<file path="src/rtl/io_map_pkg.sv">
// Register window layout and sizing shared by the I/O responder and its bench.
package io_map_pkg;
    localparam logic [3:0] PRESS_OFS = 4'h0;
    localparam logic [3:0] LEVEL_OFS = 4'h4;
    localparam logic [3:0] LED_OFS   = 4'h8;
    localparam logic [3:0] TICKS_OFS = 4'hC;

    localparam int unsigned NUM_BTNS  = 2;
    localparam int unsigned LED_WIDTH = 16;
endpackage

</file>
<file path="src/rtl/btn_debouncer.sv">
// Two-flop synchronizer plus stability counter for one push button.
// rise is a registered one-cycle pulse issued together with a 0->1 level change.
module btn_debouncer #(
    parameter int unsigned DEBOUNCE_CYCLES = 1000
) (
    input  logic clk_in,
    input  logic rst_in,
    input  logic btn,
    output logic level,
    output logic rise
);
    localparam int unsigned CW = $clog2(DEBOUNCE_CYCLES);
    localparam logic [CW-1:0] LAST = CW'(DEBOUNCE_CYCLES - 1);

    logic          sync1, sync2;
    logic [CW-1:0] cnt;

    always_ff @(posedge clk_in or posedge rst_in) begin
        if (rst_in) begin
            sync1 <= 1'b0;
            sync2 <= 1'b0;
            cnt   <= '0;
            level <= 1'b0;
            rise  <= 1'b0;
        end else begin
            sync1 <= btn;
            sync2 <= sync1;
            rise  <= 1'b0;
            // Count only while the synced input disagrees with the accepted level.
            if (sync2 == level) begin
                cnt <= '0;
            end else if (cnt == LAST) begin
                cnt   <= '0;
                level <= sync2;
                rise  <= sync2;
            end else begin
                cnt <= cnt + 1'b1;
            end
        end
    end
endmodule

</file>
<file path="src/rtl/io_mem_responder.sv">
// Memory-mapped responder: PRESS/LEVEL/LED/TICKS registers at BASE_ADDR,
// single-cycle read latency, bus_err on misaligned or simultaneous accesses.
module io_mem_responder
    import io_map_pkg::*;
#(
    parameter int unsigned            ADDR_WIDTH      = 32,
    parameter int unsigned            DATA_WIDTH      = 32,
    parameter logic [ADDR_WIDTH-1:0]  BASE_ADDR       = 32'h0000_F000,
    parameter int unsigned            DEBOUNCE_CYCLES = 1000
) (
    input  logic                  clk_in,
    input  logic                  rst_in,
    input  logic [NUM_BTNS-1:0]   debug_btns,
    input  logic [ADDR_WIDTH-1:0] addr,
    input  logic [DATA_WIDTH-1:0] write_data,
    input  logic                  dispatch_read,
    input  logic                  dispatch_write,
    output logic [DATA_WIDTH-1:0] read_data,
    output logic                  read_valid,
    output logic                  bus_err,
    output logic [LED_WIDTH-1:0]  led_out
);
    logic [NUM_BTNS-1:0]   level, rise, press, w1c;
    logic [31:0]           ticks;
    logic [ADDR_WIDTH-1:0] ofs;
    logic                  in_win, aligned, hit_wr;
    logic [DATA_WIDTH-1:0] rd_mux;
    logic                  unused_wdata;

    for (genvar i = 0; i < NUM_BTNS; i++) begin : g_btn
        btn_debouncer #(.DEBOUNCE_CYCLES(DEBOUNCE_CYCLES)) u_deb (
            .clk_in (clk_in),
            .rst_in (rst_in),
            .btn    (debug_btns[i]),
            .level  (level[i]),
            .rise   (rise[i])
        );
    end

    assign ofs          = addr - BASE_ADDR;
    assign in_win       = (addr >= BASE_ADDR) && (ofs < ADDR_WIDTH'(16));
    assign aligned      = (addr[1:0] == 2'b00);
    assign hit_wr       = in_win && aligned && dispatch_write;
    assign w1c          = (hit_wr && ofs[3:0] == PRESS_OFS) ? write_data[NUM_BTNS-1:0] : '0;
    assign unused_wdata = ^write_data;

    always_comb begin
        rd_mux = '0;
        case (ofs[3:0])
            PRESS_OFS: rd_mux = DATA_WIDTH'(press);
            LEVEL_OFS: rd_mux = DATA_WIDTH'(level);
            LED_OFS:   rd_mux = DATA_WIDTH'(led_out);
            TICKS_OFS: rd_mux = DATA_WIDTH'(ticks);
            default:   rd_mux = '0;
        endcase
    end

    always_ff @(posedge clk_in or posedge rst_in) begin
        if (rst_in) begin
            read_data  <= '0;
            read_valid <= 1'b0;
            bus_err    <= 1'b0;
            led_out    <= '0;
            press      <= '0;
            ticks      <= '0;
        end else begin
            read_valid <= in_win && dispatch_read;
            bus_err    <= in_win && (aligned ? (dispatch_read && dispatch_write)
                                             : (dispatch_read || dispatch_write));
            if (in_win && dispatch_read)
                read_data <= aligned ? rd_mux : '0;

            // A rise in the same cycle as its W1C wins over the clear.
            press <= (press & ~w1c) | rise;

            if (hit_wr && ofs[3:0] == LED_OFS)
                led_out <= write_data[LED_WIDTH-1:0];

            if (hit_wr && ofs[3:0] == TICKS_OFS)
                ticks <= '0;
            else
                ticks <= ticks + 32'd1;
        end
    end
endmodule
</file>
<file path="config.mk">
export PLATFORM = sky130hd
export DESIGN_NAME = io_mem_responder
export DESIGN_NICKNAME = d
export VERILOG_FILES = /design/src/rtl/io_map_pkg.sv /design/src/rtl/btn_debouncer.sv /design/src/rtl/io_mem_responder.sv
export SDC_FILE = /design/constraint.sdc
export NUM_CORES = 1
export LEC_CHECK = 0
export CORE_MARGIN = 10
export CORE_UTILIZATION = 54
export DETAILED_ROUTE_END_ITERATION = 10
export PLACE_DENSITY = 0.93
export SYNTH_ARGS = -nofsm -noshare
export SYNTH_HDL_FRONTEND = slang
export SYNTH_HIERARCHICAL = 1
export SYNTH_SLANG_ARGS = --single-unit
</file>
<file path="constraint.sdc">
create_clock -name clk_in -period 3.8 [get_ports clk_in]
set_input_delay 0.57 -clock clk_in [delete_from_list [all_inputs] [get_ports clk_in]]
set_output_delay 0.57 -clock clk_in [all_outputs]
set_load 0.1 [all_outputs]
</file>
==> impl_metrics.env, run 1 <==
export IMPL_status="completed"
export IMPL_routed_wirelength_um=12200
export IMPL_areaGrowthSynthToFinish_pct=25.7
export IMPL_irDropWorstVdd_v=0.000245
export IMPL_r2r_start="ticks[0]"
export IMPL_pre_cts_ws_ns=0.822
export IMPL_grt_first_pass_wirelength_um=20500
export IMPL_vias=3954
export IMPL_reg2reg_depth=6
export IMPL_final_setup_viol_count=0
export IMPL_synth_flop_cell="dfrtp_1"
export IMPL_gp_congestion=0.811
export IMPL_worst_endpoint_arrival_ns=2.83
export IMPL_max_freq_mhz=387
export IMPL_dieArea_um2=14200
export IMPL_drive_above_1_share=0.102
export IMPL_firstDrtPassIters=4
export IMPL_p_per_area_nw_per_um2=305
export IMPL_cp_cell_sequence="clkdlybuf4s50_1 -> nor4_1 -> nand4_1 -> o2bb2ai_1 -> nand4_1 -> buf_4 -> mux2_2"
export IMPL_route_top_layer_used="met4"
export IMPL_critical_path_depth=7
export IMPL_critical_path_class="input pin to flop"
export IMPL_r2r_setup_slack_ns=1.61
export IMPL_yosys_register_bits=112
export IMPL_fin_skew_ns=0.0138
export IMPL_synth_top_cell_area_share=0.526
export IMPL_cp_slowest_stage_delay_ns=0.44
export IMPL_cap_violations=0
export IMPL_worst_slack_ns=1.22
export IMPL_tritoncts="built"
export IMPL_routedWlPerCell_um=16.9
export IMPL_fin_area_um2=6690
export IMPL_synth_warnings=6
export IMPL_via_per_inst=5.48
export IMPL_critical_path_buf_inv_count=2
export IMPL_cts_buffers_inserted=9
export IMPL_endpoint_kind="flop"
export IMPL_post_synth_cell_area_avg_um2=11.1
export IMPL_num_rows=36
export IMPL_syn_area_um2=5320
export IMPL_period_needed_ns=2.58
export IMPL_dieHeight_um=119
export IMPL_worstSkewPairLatency_ns=0.37
export IMPL_antenna_cells=0
export IMPL_fin_util=0.691
export IMPL_overflow=0
export IMPL_antenna_found_initial=0
export IMPL_clockRootBuffer="clkbuf_8"
export IMPL_start_util=0.550
export IMPL_ctsHoldBuffers=0
export IMPL_nFillCells=702
export IMPL_async_flop_share=1.00
export IMPL_coreArea_um2=9680
export IMPL_rsz0062_at_grt="no"
export IMPL_regArea_um2=2800
export IMPL_post_cts_buffers=0
export IMPL_synth_most_common_cell="dfrtp_1"
export IMPL_grtUsageTotal=0.174
export IMPL_fp_dieW_um=119
export IMPL_finalMaxSlewViolations=0
export IMPL_clockBufferDepth=2
export IMPL_met1_length_um=4880
export IMPL_setup_tns_ns=0
export IMPL_synthCells=478
export IMPL_worstPathRequired_ns=4.05
export IMPL_relSlewSlack=0.302
export IMPL_synth_edf_count=0
export IMPL_ys_seq_area_frac=0.526
export IMPL_synth_top_area_cell="dfrtp_1"
export IMPL_finish_net_count=657
export IMPL_critPathMaxFanout=32
export IMPL_grt_max_degree=38
export IMPL_hp_class="flop to flop"
export IMPL_ant_nets=0
export IMPL_startpoint_type="input pin"
export IMPL_multiInputGateArea_um2=2330
export IMPL_crit_path_frequent_cell="nand4_1"
export IMPL_r2r_end="ticks[30]"
export IMPL_place_hpwl_um=9290
export IMPL_crit_slowest_cell="nor4_1"
export IMPL_synthesis_nets=551
export IMPL_met3WireLength_um=516
export IMPL_clkTransAtPathRegs_ns=0.10
export IMPL_max_slew_worst_pin_slew_ns=1.04
export IMPL_holdPathStages=0
export IMPL_fin_hold_ws_ns=0.363
export IMPL_hold_viol=0
export IMPL_htreeDepth=3
export IMPL_grt_pass1_vias=4106
export IMPL_crit_family="buffers and inverters"
export IMPL_ys_types=51
export IMPL_drc=0
export IMPL_p_leak_nw=3.10
export IMPL_min_delay_start="g_btn[1].u_deb/sync1"
export IMPL_fin_crit_sh=0.679
export IMPL_netlist_top_cells_area="dfrtp_1 53%, xnor2_1 5.1%, mux2_1 5.1%"
export IMPL_dpl_instance_area_um2=6490
export IMPL_postCtsResizedCells=0
export IMPL_first_iter_violations=233
export IMPL_wl_met2_um=6740
export IMPL_hold_path_end="g_btn[1].u_deb/sync2"
export IMPL_yosys_top_cells_count="112 x dfrtp_1, 63 x nor2_1, 31 x inv_1, 31 x xnor2_1, 27 x nand2_1"
export IMPL_io_pins=120
export IMPL_io_buffers=103
export IMPL_clkSinkCount=112
placed cells by master, fill, tap and decap left out, types with 5 or more instances in the layout:
| cell | n |
|---|---|
| a21oi_1 | 6 |
| a22o_1 | 14 |
| and4_1 | 8 |
| buf_4 | 6 |
| clkbuf_8 | 9 |
| clkdlybuf4s50_1 | 103 |
| dfrtp_1 | 112 |
| inv_1 | 30 |
| mux2_1 | 24 |
| mux2_2 | 8 |
| mux2i_1 | 18 |
| nand2_1 | 27 |
| nand3_1 | 22 |
| nand4_1 | 11 |
| nor2_1 | 63 |
| nor2_2 | 5 |
| nor3_1 | 13 |
| nor4_1 | 5 |
| xnor2_1 | 31 |
| xor2_1 | 11 |
layout make-up:
cell class | count | area share
clock buffer | 10 | 0.0191
inverter | 31 | 0.0176
timing repair buffer | 109 | 0.161
multi-input combinational | 321 | 0.349
sequential | 112 | 0.419
clock inverter | 6 | 0.0101
tap | 133 | 0.0249
metal layers:
layer,GRT usage,up-vias
met2,0.318,86
met1,0.199,1992
li1,-,1865
met4,0.0415,0
met5,0,-
met3,0.0435,11
worst reg2reg max path, delay by kind of cell (launching register included):
family                   cells  cell delay [ns]
XOR/XNOR                     1             0.18
flip-flops                   1             0.45
AND/OR/NAND/NOR              4             1.22
adder cells (fa/ha/maj)      1             0.25
stage by stage:
step	cells	power [W]
6_report	722	0.00204
5_1_grt	722	0.00211
4_1_cts	722	0.00205
3_5_place_dp	706	0.00136
3_3_place_gp	706	0.00135
2_1_floorplan	478	0.00128
how the worst max path moves through the flow:
stage / slack [ns] / from / end
after floorplan: 1.06 / rst_in / bus_err
after global placement: 0.90 / addr[18] / read_data[14]
after detailed placement: 0.82 / addr[18] / read_data[10]
after CTS: 1.22 / addr[18] / read_data[13]
after global routing: 1.0 / addr[23] / read_data[13]
final: 1.22 / addr[26] / read_data[13]
flip-flops by register name, summed over array words and instances (netlist names):
name	cells
read_data	32
g_btn.u_deb/cnt	20
bus_err	1
read_valid	1
led_out	16
g_btn.u_deb/sync1	2
g_btn.u_deb/level	2
g_btn.u_deb/sync2	2
ticks	32
g_btn.u_deb/rise	2
press	2
cells by family after synthesis:
logic type / synth area share
flops: 0.526
buf+inv: 0.0355
fa+ha+maj: 0.00893
compound gates: 0.0519
simple gates: 0.198
xor+xnor: 0.0691
mux: 0.110
where the power goes:
part           internal, W  switching, W
Combinational    0.0000662     0.0000579
Clock             0.000308      0.000399
Sequential         0.00120    0.00000830
Total              0.00157      0.000465
No activity file was read; power rests on OpenSTA's default activity.
==> run 2: changes to the inputs <==
--- a/config.mk
+++ b/config.mk
@@ -6,9 +6,9 @@
 export NUM_CORES = 1
 export LEC_CHECK = 0
 export CORE_MARGIN = 10
-export CORE_UTILIZATION = 54
+export CORE_UTILIZATION = 46
 export DETAILED_ROUTE_END_ITERATION = 10
-export PLACE_DENSITY = 0.93
+export PLACE_DENSITY = 0.85
 export SYNTH_ARGS = -nofsm -noshare
 export SYNTH_HDL_FRONTEND = slang
 export SYNTH_HIERARCHICAL = 1
==> constraint.sdc (replaced) <==
create_clock -name clk_in -period 2.15 [get_ports clk_in]
set_input_delay 0.3225 -clock clk_in [delete_from_list [all_inputs] [get_ports clk_in]]
set_output_delay 0.3225 -clock clk_in [all_outputs]
set_load 0.1 [all_outputs]
==> run 2 against run 1 <==
  * Clock skew shrank 0.0016 ns
  * Clock-buffer cell count shrank 1
  * Sequential share of layout area shrank 1.6 points
  * Wire length grew 5.7%
  * Sequential cell count is the same
  * Clock power grew 130%
  * Core utilization shrank 7.9 points
  * Cell count grew 3.9%
  * Hold slack lost 0.0064 ns
  * Sequential power grew 76%
  * Die area grew 14%
  * Global-route usage shrank 1.4 points
  * Critical path type unchanged
==> impl_metrics.env, run 2 (synthesis results as in run 1) <==
export IMPL_mostFrequentLayoutCells="112 x dfrtp_1, 65 x buf_4, 63 x nor2_1"
export IMPL_p_per_area_nw_per_um2=578
export IMPL_cp_endpoint="read_data[11]"
export IMPL_via_per_inst=5.39
export IMPL_cts_buffers_inserted=9
export IMPL_critical_path_depth=6
export IMPL_first_iter_violations=302
export IMPL_clockBufferDepth=2
export IMPL_start_util=0.468
export IMPL_worstPathRequired_ns=2.38
export IMPL_routedWlPerCell_um=17.2
export IMPL_htreeDepth=3
export IMPL_clkSinkCount=112
export IMPL_finish_net_count=675
export IMPL_final_setup_viol_count=0
export IMPL_routed_wirelength_um=12900
export IMPL_crit_start="addr[26]"
export IMPL_endpoint_kind="flop"
export IMPL_clkTransAtPathRegs_ns=0.07
export IMPL_final_cells=750
export IMPL_drive_above_1_share=0.216
export IMPL_ant_nets=0
export IMPL_firstDrtPassIters=4
export IMPL_ctsHoldBuffers=0
export IMPL_power_w=0.00402
export IMPL_hold_viol=0
export IMPL_tritoncts="built"
export IMPL_crit_family="simple AND/OR/NAND/NOR gates"
export IMPL_grtUsageTotal=0.160
export IMPL_worst_endpoint_arrival_ns=2.30
export IMPL_coreArea_um2=11400
export IMPL_finalMaxSlewViolations=0
export IMPL_placed_cells=732
export IMPL_areaGrowthSynthToFinish_pct=30.6
export IMPL_worstSkewPairLatency_ns=0.36
export IMPL_rsz0062_at_grt="no"
export IMPL_p_leak_nw=3.34
export IMPL_antenna_cells=0
export IMPL_place_hpwl_um=9620
export IMPL_io_buffers=103
export IMPL_dieArea_um2=16300
export IMPL_r2r_setup_slack_ns=0.25
export IMPL_nFillCells=862
export IMPL_critical_path_class="input pin to flop"
export IMPL_fp_dieW_um=128
export IMPL_critical_path_buf_inv_count=2
export IMPL_startpoint_type="input pin"
export IMPL_vias=4046
export IMPL_layout_commonest_cell="dfrtp_1"
export IMPL_cp_cell_sequence="clkdlybuf4s50_1 -> or4_4 -> nor3_1 -> nand4_1 -> buf_12 -> mux2_1"
export IMPL_r2r_start="ticks[11]"
export IMPL_period_needed_ns=2.06
export IMPL_fin_crit_sh=0.960
export IMPL_cp_slowest_stage_delay_ns=0.57
export IMPL_overflow=0
export IMPL_grt_max_degree=33
export IMPL_max_freq_mhz=484
export IMPL_r2r_end="ticks[29]"
export IMPL_antenna_found_initial=0
export IMPL_critPathMaxFanout=18
export IMPL_hp_class="flop to flop"
export IMPL_irDropWorstVdd_v=0.000619
export IMPL_drc=0
export IMPL_clockRootBuffer="clkbuf_16"
export IMPL_cap_violations=0
export IMPL_grt_first_pass_wirelength_um=21300
export IMPL_fin_skew_ns=0.0122
export IMPL_crit_slowest_cell="or4_4"
export IMPL_grt_pass1_vias=4228
export IMPL_reg_top3="read_data: 32 flops, ticks: 32 flops, g_btn.u_deb/cnt: 20 flops"
export IMPL_gp_congestion=0.842
export IMPL_setup_tns_ns=0
export IMPL_status="completed"
export IMPL_holdPathStages=0
export IMPL_num_rows=39
export IMPL_max_slew_worst_pin_slew_ns=0.583
export IMPL_io_pins=120
export IMPL_reg2reg_depth=5
export IMPL_relSlewSlack=0.610
export IMPL_dieHeight_um=128
## run 2: area by class of cell
class / count / area (µm²) / area share
Sequential cell: 112 / 2800 / 0.403
Clock inverter: 7 / 72.6 / 0.0104
Timing Repair Buffer: 127 / 1200 / 0.172
Clock buffer: 9 / 225 / 0.0324
Multi-Input combinational cell: 321 / 2360 / 0.339
Tap cell: 143 / 179 / 0.0257
Inverter: 31 / 120 / 0.0173
## run 2: power breakdown
| part | internal, W | switching [W] | total, W |
|---|---|---|---|
| sequential | 0.00212 | 0.0000138 | 0.00213 |
| combinational | 0.000136 | 0.000109 | 0.000245 |
| clock | 0.000822 | 0.000825 | 0.00165 |
## run 2: worst min path at each step
| stage | start | to | slack [ns] |
|---|---|---|---|
| global route | g_btn[1].u_deb/sync1 | g_btn[1].u_deb/sync2 | 0.36 |
| detailed placement | g_btn[0].u_deb/sync1 | g_btn[0].u_deb/sync2 | 0.34 |
| global placement | g_btn[0].u_deb/sync1 | g_btn[0].u_deb/sync2 | 0.33 |
| floorplan | rst_in | g_btn[0].u_deb/cnt[0] | 0.21 |
| CTS | g_btn[1].u_deb/sync1 | g_btn[1].u_deb/sync2 | 0.36 |
| finish | g_btn[1].u_deb/sync1 | g_btn[1].u_deb/sync2 | 0.36 |
## run 2: layer usage
layer,share of wire,vias to the layer above,global-route usage
met5,0,-,0
met4,0.016,0,0.0417
met3,0.057,19,0.0484
met2,0.53,99,0.281
met1,0.39,2034,0.186
li1,-,1894,-
## run 2: repair_timing
action | CTS | global route
pin swaps | 1 | 1
buffers inserted | 2 | 0
gates resized for setup | 2 | 0
endpoints found under the hold margin | 0 | 0
endpoints found under the setup margin | 18 | 24
## run 2: per-stage QoR
stage | instance area, µm² | hold WS (ns) | util | setup slack (ns)
5_1_grt | 6950 | 0.361 | 0.612 | 0.0163
2_1_floorplan | 5330 | 0.212 | - | 0.104
4_1_cts | 6950 | 0.358 | 0.612 | 0.0251
3_3_place_gp | 6610 | 0.334 | 0.582 | -0.357
6_report | 6950 | 0.356 | 0.612 | 0.0853
3_5_place_dp | 6610 | 0.339 | 0.582 | -0.430
